==> config.mk <==
export PLATFORM = sky130hd
export DESIGN_NAME = taylor_series_engine
export DESIGN_NICKNAME = d
export VERILOG_FILES = /design/src/rtl/taylor_pkg.sv /design/src/rtl/taylor_coef_lut.sv /design/src/rtl/taylor_series_engine.sv
export SDC_FILE = /design/constraint.sdc
export NUM_CORES = 1
export LEC_CHECK = 0
export ABC_AREA = 1
export CAP_MARGIN = 40
export CORE_ASPECT_RATIO = 0.7
export CORE_MARGIN = 1.5
export CORE_UTILIZATION = 50
export CTS_CLUSTER_SIZE = 14
export DETAILED_ROUTE_END_ITERATION = 10
export PLACE_DENSITY = 0.65
export SLEW_MARGIN = 20
export SYNTH_ARGS = -nofsm -noshare
export SYNTH_HDL_FRONTEND = slang
export SYNTH_SLANG_ARGS = --single-unit
==> constraint.sdc <==
create_clock -name clk -period 17.7 [get_ports clk]
set_clock_uncertainty 0.15 [all_clocks]
set_input_delay 5.31 -clock clk [delete_from_list [all_inputs] [get_ports clk]]
set_output_delay 5.31 -clock clk [all_outputs]
set_load 0.05 [all_outputs]
==> src/rtl/taylor_pkg.sv <==
// Shared types and constant helpers for the Taylor-series exponential engine.
// Controller states, the fixed-point unity constant and the 1/k coefficient
// generator used to build the coefficient ROM.
package taylor_pkg;

    typedef enum logic [2:0] {
        IDLE  = 3'd0,
        MUL_X = 3'd1,
        MUL_C = 3'd2,
        ACC   = 3'd3,
        DONE  = 3'd4
    } state_t;

    // Unity in Q.FRAC is represented as 2^FRAC - 1 so it fits in FRAC bits.
    function automatic logic [63:0] one_const(input int frac);
        return (64'd1 << frac) - 64'd1;
    endfunction

    // Series coefficient c_k = floor(ONE / k); k = 0 maps to ONE.
    function automatic logic [63:0] coef(input int k, input int frac);
        logic [63:0] one;
        one = one_const(frac);
        if (k == 0) begin
            return one;
        end
        return one / 64'(k);
    endfunction

endpackage

==> src/rtl/taylor_coef_lut.sv <==
// Combinational coefficient ROM: index k in, c_k = floor(ONE / k) out.
// Contents are elaborated from taylor_pkg::coef so they track FRAC and TERMS.
module taylor_coef_lut
    import taylor_pkg::*;
#(
    parameter int TERMS = 8,
    parameter int FRAC  = 8,
    parameter int WIDTH = 16
) (
    input  logic [$clog2(TERMS)-1:0] k_i,
    output logic [WIDTH-1:0]         c_o
);

    localparam int KW = $clog2(TERMS);

    logic [WIDTH-1:0] rom [TERMS];

    for (genvar i = 0; i < TERMS; i++) begin : g_rom
        localparam logic [63:0] C_I = coef(i, FRAC);
        assign rom[i] = C_I[WIDTH-1:0];
    end

    // Select the coefficient for the current term index.
    always_comb begin
        c_o = '0;
        for (int i = 0; i < TERMS; i++) begin
            if (k_i == KW'(i)) begin
                c_o = rom[i];
            end
        end
    end

endmodule

==> src/rtl/taylor_series_engine.sv <==
// Sequential Taylor-series evaluator for e^x / e^-x on unsigned Q.FRAC data.
// One shared multiplier alternates between the operand X and the coefficient
// c_k; each term takes three cycles (MUL_X, MUL_C, ACC).
// Handshake: an operation is accepted on a rising edge where start=1 and
// ready=1; done pulses for one cycle when result is valid, and result is
// held until the next accept.
// Optional macro TAYLOR_SAT_EN: saturating product/add and clamped subtract;
// without it all arithmetic wraps modulo 2^WIDTH.
module taylor_series_engine
    import taylor_pkg::*;
#(
    parameter int WIDTH = 16,
    parameter int FRAC  = 8,
    parameter int TERMS = 8
) (
    input  logic             clk,
    input  logic             rst,
    input  logic             start,
    input  logic             mode,
    input  logic [WIDTH-1:0] in_x,
    input  logic [WIDTH-1:0] in_y,
    output logic             ready,
    output logic             done,
    output logic [WIDTH-1:0] result,
    output logic             gt,
    output state_t           dbg_state
);

    localparam int KW = $clog2(TERMS);
    localparam logic [63:0]      ONE_L  = one_const(FRAC);
    localparam logic [WIDTH-1:0] ONE    = ONE_L[WIDTH-1:0];
    localparam logic [KW-1:0]    K_LAST = KW'(TERMS - 1);

    state_t state_q, state_d;

    logic [WIDTH-1:0] x_q, m_q, t_q;
    logic [KW-1:0]    k_q;
    logic             mode_q;

    logic [WIDTH-1:0]   coef_k;
    logic [WIDTH-1:0]   mul_b;
    logic [2*WIDTH-1:0] prod;
    logic [WIDTH-1:0]   prod_w;
    logic [WIDTH:0]     sum_w, diff_w;
    logic [WIDTH-1:0]   acc_add, acc_sub;
    logic               unused_arith;

    taylor_coef_lut #(
        .TERMS (TERMS),
        .FRAC  (FRAC),
        .WIDTH (WIDTH)
    ) u_coef_lut (
        .k_i (k_q),
        .c_o (coef_k)
    );

    // Shared multiplier: operand X in MUL_X, coefficient c_k otherwise.
    assign mul_b  = (state_q == MUL_X) ? x_q : coef_k;
    assign prod   = {{WIDTH{1'b0}}, m_q} * {{WIDTH{1'b0}}, mul_b};
    assign sum_w  = {1'b0, t_q} + {1'b0, m_q};
    assign diff_w = {1'b0, t_q} - {1'b0, m_q};

`ifdef TAYLOR_SAT_EN
    assign prod_w  = (|prod[2*WIDTH-1:FRAC+WIDTH]) ? '1 : prod[FRAC +: WIDTH];
    assign acc_add = sum_w[WIDTH]  ? '1 : sum_w[WIDTH-1:0];
    assign acc_sub = diff_w[WIDTH] ? '0 : diff_w[WIDTH-1:0];
`else
    assign prod_w  = prod[FRAC +: WIDTH];
    assign acc_add = sum_w[WIDTH-1:0];
    assign acc_sub = diff_w[WIDTH-1:0];
`endif

    // Bits outside the kept windows are intentionally dropped.
    assign unused_arith = ^{prod, sum_w, diff_w};

    // State register.
    always_ff @(posedge clk or posedge rst) begin
        if (rst) begin
            state_q <= IDLE;
        end else begin
            state_q <= state_d;
        end
    end

    // Next-state logic: three cycles per term, one DONE cycle at the end.
    always_comb begin
        state_d = state_q;
        case (state_q)
            IDLE:    if (start) state_d = MUL_X;
            MUL_X:   state_d = MUL_C;
            MUL_C:   state_d = ACC;
            ACC:     state_d = (k_q == K_LAST) ? DONE : MUL_X;
            DONE:    state_d = IDLE;
            default: state_d = IDLE;
        endcase
    end

    // Handshake outputs decoded from the state.
    always_comb begin
        ready     = (state_q == IDLE);
        done      = (state_q == DONE);
        dbg_state = state_q;
    end

    // Datapath: capture on accept, multiply twice per term, then accumulate.
    always_ff @(posedge clk or posedge rst) begin
        if (rst) begin
            x_q    <= '0;
            m_q    <= '0;
            t_q    <= '0;
            k_q    <= '0;
            mode_q <= 1'b0;
        end else begin
            case (state_q)
                IDLE: begin
                    if (start) begin
                        x_q    <= in_x;
                        m_q    <= ONE;
                        t_q    <= ONE;
                        k_q    <= KW'(1);
                        mode_q <= mode;
                    end
                end
                MUL_X, MUL_C: begin
                    m_q <= prod_w;
                end
                ACC: begin
                    // Odd terms are subtracted for e^-x.
                    t_q <= (mode_q && k_q[0]) ? acc_sub : acc_add;
                    if (k_q != K_LAST) begin
                        k_q <= k_q + KW'(1);
                    end
                end
                default: ;
            endcase
        end
    end

    assign result = t_q;
    assign gt     = (t_q > in_y);

endmodule

==> summary.txt, run 1 <==
Timing
  – Final hold vios: 0
  – Minimum clock period: approximately 13 ns
  – Setup TNS: 0 ns
  – Unrepaired setup endpoints after global routing: false
  – Worst slew pin tran: 0.778 ns
  – Final Setup Violations: 0
  – Tcrit/Tclk final: 75.1%
  – Fmax: 0.0752 GHz
  – Pins over their slew limit: 0
  – Max-Slew Margin vs Limit: between 40 and 50%

Worst setup path
  – Cell Chain, Critical Path: clkdlybuf4s50_1 -> inv_1 -> ha_1 -> nand2_1 -> o21a_1 -> o221ai_1 -> a221oi_1 -> a21oi_1 -> clkdlybuf4s50_1
  – Arrival @ worst endpoint: 7.83 ns
  – Startpoint types: input pin
  – CP Class: input pin to output port
  – Worst R2R Path Depth: 25
  – CP most frequent cell: clkdlybuf4s50_1
  – WP buf/inv: 3
  – Crit-path leading delay family: buffers and inverters
  – CP max-delay cell: clkdlybuf4s50_1
  – Crit Path Max Fanout: 2
  – Setup crit end kind: output port
  – Worst path max stage delay: 0.81 ns
  – Critical Path RT: between 10 and 15 ns
  – Crit path depth: 9

Die
  – Die footprint: between 20000 and 25000 um2
  – # IOs: slightly below 60
  – Initial core utilization: between 50% and 60%
  – Core Footprint: roughly 21000 um2
  – Num rows: 44
  – DIE HEIGHT: approximately 130 um
  – Die Wd: about 180 um

Drt
  – Antenna Violating Nets Remaining: 0
  – Via count: approximately 9400
  – Detailed Route Iter0 Violations: 848
  – DR WL/cell: approximately 18 um
  – Average vias per placed instance: about 5.3
  – # DRC: 0
  – WL final: roughly 32000 um
  – DRT Pass-1 Iters: 6

Synthesis
  – Synth Flop Type: dfrtp_1
  – Avg Synthesized Cell Area: about 7.6 um2
  – Number of flops mapped to enable cells by yosys: 0
  – Synth cell types: 50
  – Synthesized net count: 1749
  – Ys async rst share: 100%
  – Post-Syn Instances: 1441
  – Netlist Area Pre-Place: between 10000 and 15000 um2
  – Seq cells post-synth: 55
  – Yosys warning count: 0
  – Post-synthesis sequential area ratio: 12.6%

Layout
  – Fill count: roughly 2000
  – Final instance area: between 10000 and 15000 um2
  – Number of diodes: 0
  – Final Util: 56.7%
  – Nets: approximately 1800
  – Layout cells sized above 1: 3.65%
  – Fin cells: between 1500 and 2000
  – Layout area overhead: 9.37%

Place
  – Gpl congestion: ~1
  – Placed insts: 1745
  – DP HPWL: roughly 26000 um
  – Area after DPL: ~12000 um2
  – Port bufs: 57

Clocking
  – Root Buffer: clkbuf_16
  – TritonCTS clock tree: yes
  – Post-CTS Resized: 0
  – Clock slew at reported path FFs: around 0.080 ns
  – Sink Count: between 50 and 60
  – H-tree depth: 2
  – Total CTS buffers: 5
  – # hold bufs at CTS: 0
  – Postcts setup bufs: 0
  – Worst-skew pair later-pin latency: 0.31 ns
  – Longest Clk Path Bufs: 2

Min path
  – Hold WC Path Type: flop to flop
  – Hold Crit Depth: 2

Outcome
  – Status: completed

Flow run
  – Max-cap violation count: 0

GRT
  – Largest net degree at the start of global routing: between 50 and 60
  – Residual overflow from global routing: 0
  – First-pass GRT wire length: a little over 50000 um
  – Initial antenna violation count: 0
  – Total track usage: between 20 and 30%
  – Number of global-route vias before repair: ~9100
[layout by cell type, fill, tap and decap left out, types with 5 or more instances in the layout]
cell type | Yosys | routed
inv_1 | 332 | 331
nand2_1 | 279 | 279
nor2_1 | 184 | 184
fa_1 | 168 | 168
ha_1 | 104 | 104
a21oi_1 | 69 | 69
clkdlybuf4s50_1 | 0 | 57
dfrtp_1 | 55 | 55
nand3_1 | 40 | 40
o21ai_0 | 36 | 36
xor2_1 | 22 | 22
nor3_1 | 12 | 12
a31oi_1 | 8 | 8
or2_2 | 7 | 7
o22ai_1 | 7 | 7
clkinv_1 | 7 | 7
nand4_1 | 7 | 7
buf_4 | 0 | 7
inv_2 | 5 | 6
mux2_2 | 6 | 6
nor2_4 | 5 | 5
clkbuf_16 | 0 | 5
[final timing paths]
path | slack [ns] | startpoint | end
min in group asynchronous | 5.09 | rst | k_q[0]
worst max-delay path | 4.41 | in_y[3] | gt
worst min-delay path | 0.36 | x_q[3] | x_q[3]
worst min register to register | 0.36 | x_q[3] | x_q[3]
worst max register to register | 9.89 | dbg_state[2] | m_q[13]
max in group asynchronous | 11.83 | rst | m_q[7]
[area by class of cell]
cell class              instances  area (um2)  area share (%)
flip-flops and latches         55        1380            11.5
repair buffers                 66         662            5.55
multi-input cells            1004        8080            67.8
inverters                     345        1300            10.9
well taps                     276         345            2.90
clock buffers                   6         139            1.16
clock inverters                 2        20.0           0.168
[flip-flops by register name (all words and copies together), names as in the netlist]
register   flops
x_q           16
mode_q         1
k_q            3
result        16
dbg_state      3
m_q           16
[cell usage after synthesis (12+ instances only)]
cell	count	share of area [%]
xor2_1	22	1.8
dfrtp_1	55	13
a21oi_1	69	3.2
ha_1	104	12
nand2_1	279	9.6
inv_1	332	11
fa_1	168	31
nor3_1	12	0.55
nand3_1	40	1.8
o21ai_0	36	1.7
nor2_1	184	6.3
clkbuf_1	33	1.1
[worst register-to-register path: cells and delay by family, from the launching register on]
| kind | cells | cell delay [ns] |
|---|---|---|
| adders and majority gates | 7 | 3.33 |
| AOI/OAI and AO/OA | 4 | 1.46 |
| and+or+nand+nor | 9 | 1.39 |
| buffers and inverters | 5 | 0.91 |
| DFF | 1 | 0.46 |
[routing by layer]
| metal | vias to the layer above | track usage [%] | routed length, um |
|---|---|---|---|
| li1 | 4412 | - | - |
| met1 | 4484 | 45.3 | 15200 |
| met2 | 461 | 39.7 | 12200 |
| met3 | 26 | 9.93 | 4270 |
| met4 | 0 | 3.09 | 318 |
| met5 | - | 0 | 0 |
[per-stage QoR]
stage / setup WS (ns) / hold WS [ns]
finish: 4.41 / 0.363
global route: 4.35 / 0.375
CTS: 4.47 / 0.366
detailed placement: 4.48 / 0.346
global placement: 4.50 / 0.337
floorplan: 5.33 / 0.321
[cell families (layout without fill, tap and decap cells)]
| family | Yosys count | count (layout) | share of synthesized area, % |
|---|---|---|---|
| and+or+nand+nor | 549 | 549 | 20.7 |
| buffers and inverters | 382 | 419 | 13.3 |
| adders and majority gates | 272 | 272 | 42.8 |
| AOI/OAI and AO/OA | 152 | 152 | 8.00 |
| DFF | 55 | 55 | 12.6 |
| xor gates and xnor gates | 25 | 25 | 2.01 |
| muxes | 6 | 6 | 0.620 |
Power of run 1 is left out: the tool's default activity adds up to more than one toggle a clock period on the data nets, which glitch-free logic cannot reach.
==> run 2: changes to the inputs <==
Settings changed: PLACE_DENSITY 0.65 to 0.68.
Clock period 17.7 ns to 10.9 ns, I/O delays scaled along.
==> run 2 against run 1 <==
  * Final cell count barely moved
  * Count of clock-buffer cells in the layout fell by 1
  * Global-route usage rose by 0.29 points
  * Largest cell class unchanged
  * Highest routed layer unchanged
==> summary.txt, run 2 (synthesis gave the netlist of run 1 again) <==
Outcome
  – Status: completed

Timing
  – Worst slew pin tran: about 0.74 ns
  – Hold Slack: 0.360 ns
  – Final Setup Violations: 0
  – Final hold vios: 0
  – Tcrit/Tclk final: roughly 84%
  – Max-Slew Margin vs Limit: just over 50%
  – Unrepaired setup endpoints after global routing: false
  – Pins over their slew limit: 0
  – Minimum clock period: about 9.2 ns
  – Fmax: roughly 0.11 GHz
  – Setup TNS: 0 ns

Drt
  – Antenna Violating Nets Remaining: 0
  – # DRC: 0
  – DR WL/cell: between 15 and 20 um
  – Detailed Route Iter0 Violations: around 800
  – Via count: around 9400
  – WL final: between 30000 and 40000 um
  – Average vias per placed instance: approximately 5.4
  – DRT Pass-1 Iters: 5

Layout
  – Nets: 1785
  – Commonest non-fill, non-tap cell in the layout: inv_1
  – Layout area overhead: 9.50%
  – Final Util: between 50 and 60%
  – Layout cells sized above 1: ~3.6%
  – Number of diodes: 0
  – Commonest cells after routing, fill and taps aside: inv_1, nand2_1, nor2_1, fa_1, ha_1

Clocking
  – Longest Clk Path Bufs: 2
  – Postcts setup bufs: 0
  – # hold bufs at CTS: 0
  – Sink Count: 55
  – Post-CTS Resized: 0
  – Total CTS buffers: 5
  – Clock slew at reported path FFs: approximately 0.080 ns
  – H-tree depth: 2
  – TritonCTS clock tree: yes
  – Root Buffer: clkbuf_16
  – Worst-skew pair later-pin latency: around 0.31 ns

Die
  – Die Wd: approximately 180 um
  – Num rows: 44
  – Die footprint: approximately 23000 um2
  – Initial core utilization: 51.8%
  – DIE HEIGHT: roughly 130 um
  – Core Footprint: 21000 um2
  – # IOs: between 50 and 60

GRT
  – First-pass GRT wire length: between 50000 and 60000 um
  – Initial antenna violation count: 0
  – Total track usage: 29.4%
  – Number of global-route vias before repair: approximately 9700
  – Largest net degree at the start of global routing: 56
  – Residual overflow from global routing: 0

Place
  – Port bufs: 57
  – DP HPWL: approximately 26000 um
  – Gpl congestion: 0.989

Min path
  – Hold WC Path Type: flop to flop

Worst setup path
  – CP Class: input pin to output port
  – Crit Path Max Fanout: 2
  – Critical Path RT: approximately 7.5 ns
  – Setup crit end kind: output port
  – Arrival @ worst endpoint: 5.75 ns
  – Startpoint types: input pin

Flow run
  – Max-cap violation count: 0
-- run 2: cell count changes in the layout (fill, tap and decap cells not counted) --
cell       previous run  this run
buf_4                 7         6
buf_8                 0         1
bufinv_16             0         1
clkbuf_8              1         0
clkinv_4              1         0
-- run 2: final cells by class --
type / instances / area [um2]
inverter: 345 / 1300
timing repair buffer: 66 / 669
fill: 1976 / 9090
clock inverter: 2 / 41.3
clock buffer: 5 / 125
sequential: 55 / 1380
tap: 276 / 345
multi-input combinational: 1004 / 8080
-- run 2: path summary, 6_finish.rpt --
kind	start	end	slack, ns	depth (start not counted)
max	in_y[3]	gt	1.73	9
min	mode_q	mode_q	0.36	1
max reg2reg	dbg_state[2]	m_q[13]	3.28	26
min reg2reg	mode_q	mode_q	0.36	1
max in group asynchronous	rst	m_q[5]	7.08	4
min in group asynchronous	rst	dbg_state[0]	3.06	3
-- run 2: through the flow --
step	cells	instance area, um2	setup WS, ns
detailed placement	1745	11700	1.76
floorplan	1441	10900	2.61
CTS	1752	11900	1.75
global placement	1743	11700	1.77
global route	1753	11900	1.67
finish	1753	11900	1.73
-- run 2: routing by layer --
layer	vias up	part of all wire, %	global-route usage, %
met5	-	0	0
met4	0	1.7	4.71
met3	36	13	10.7
met2	442	38	40.7
met1	4534	47	44.2
li1	4417	-	-
-- run 2: critical path: stages --
cell             delay, ns
clkdlybuf4s50_1       0.45
inv_1                 0.04
ha_1                  0.29
nand2_1               0.08
o21a_1                0.20
o221ai_1              0.32
a221oi_1              0.14
a21oi_1               0.14
clkdlybuf4s50_1       0.81
Power of run 2 is left out for the same reason.
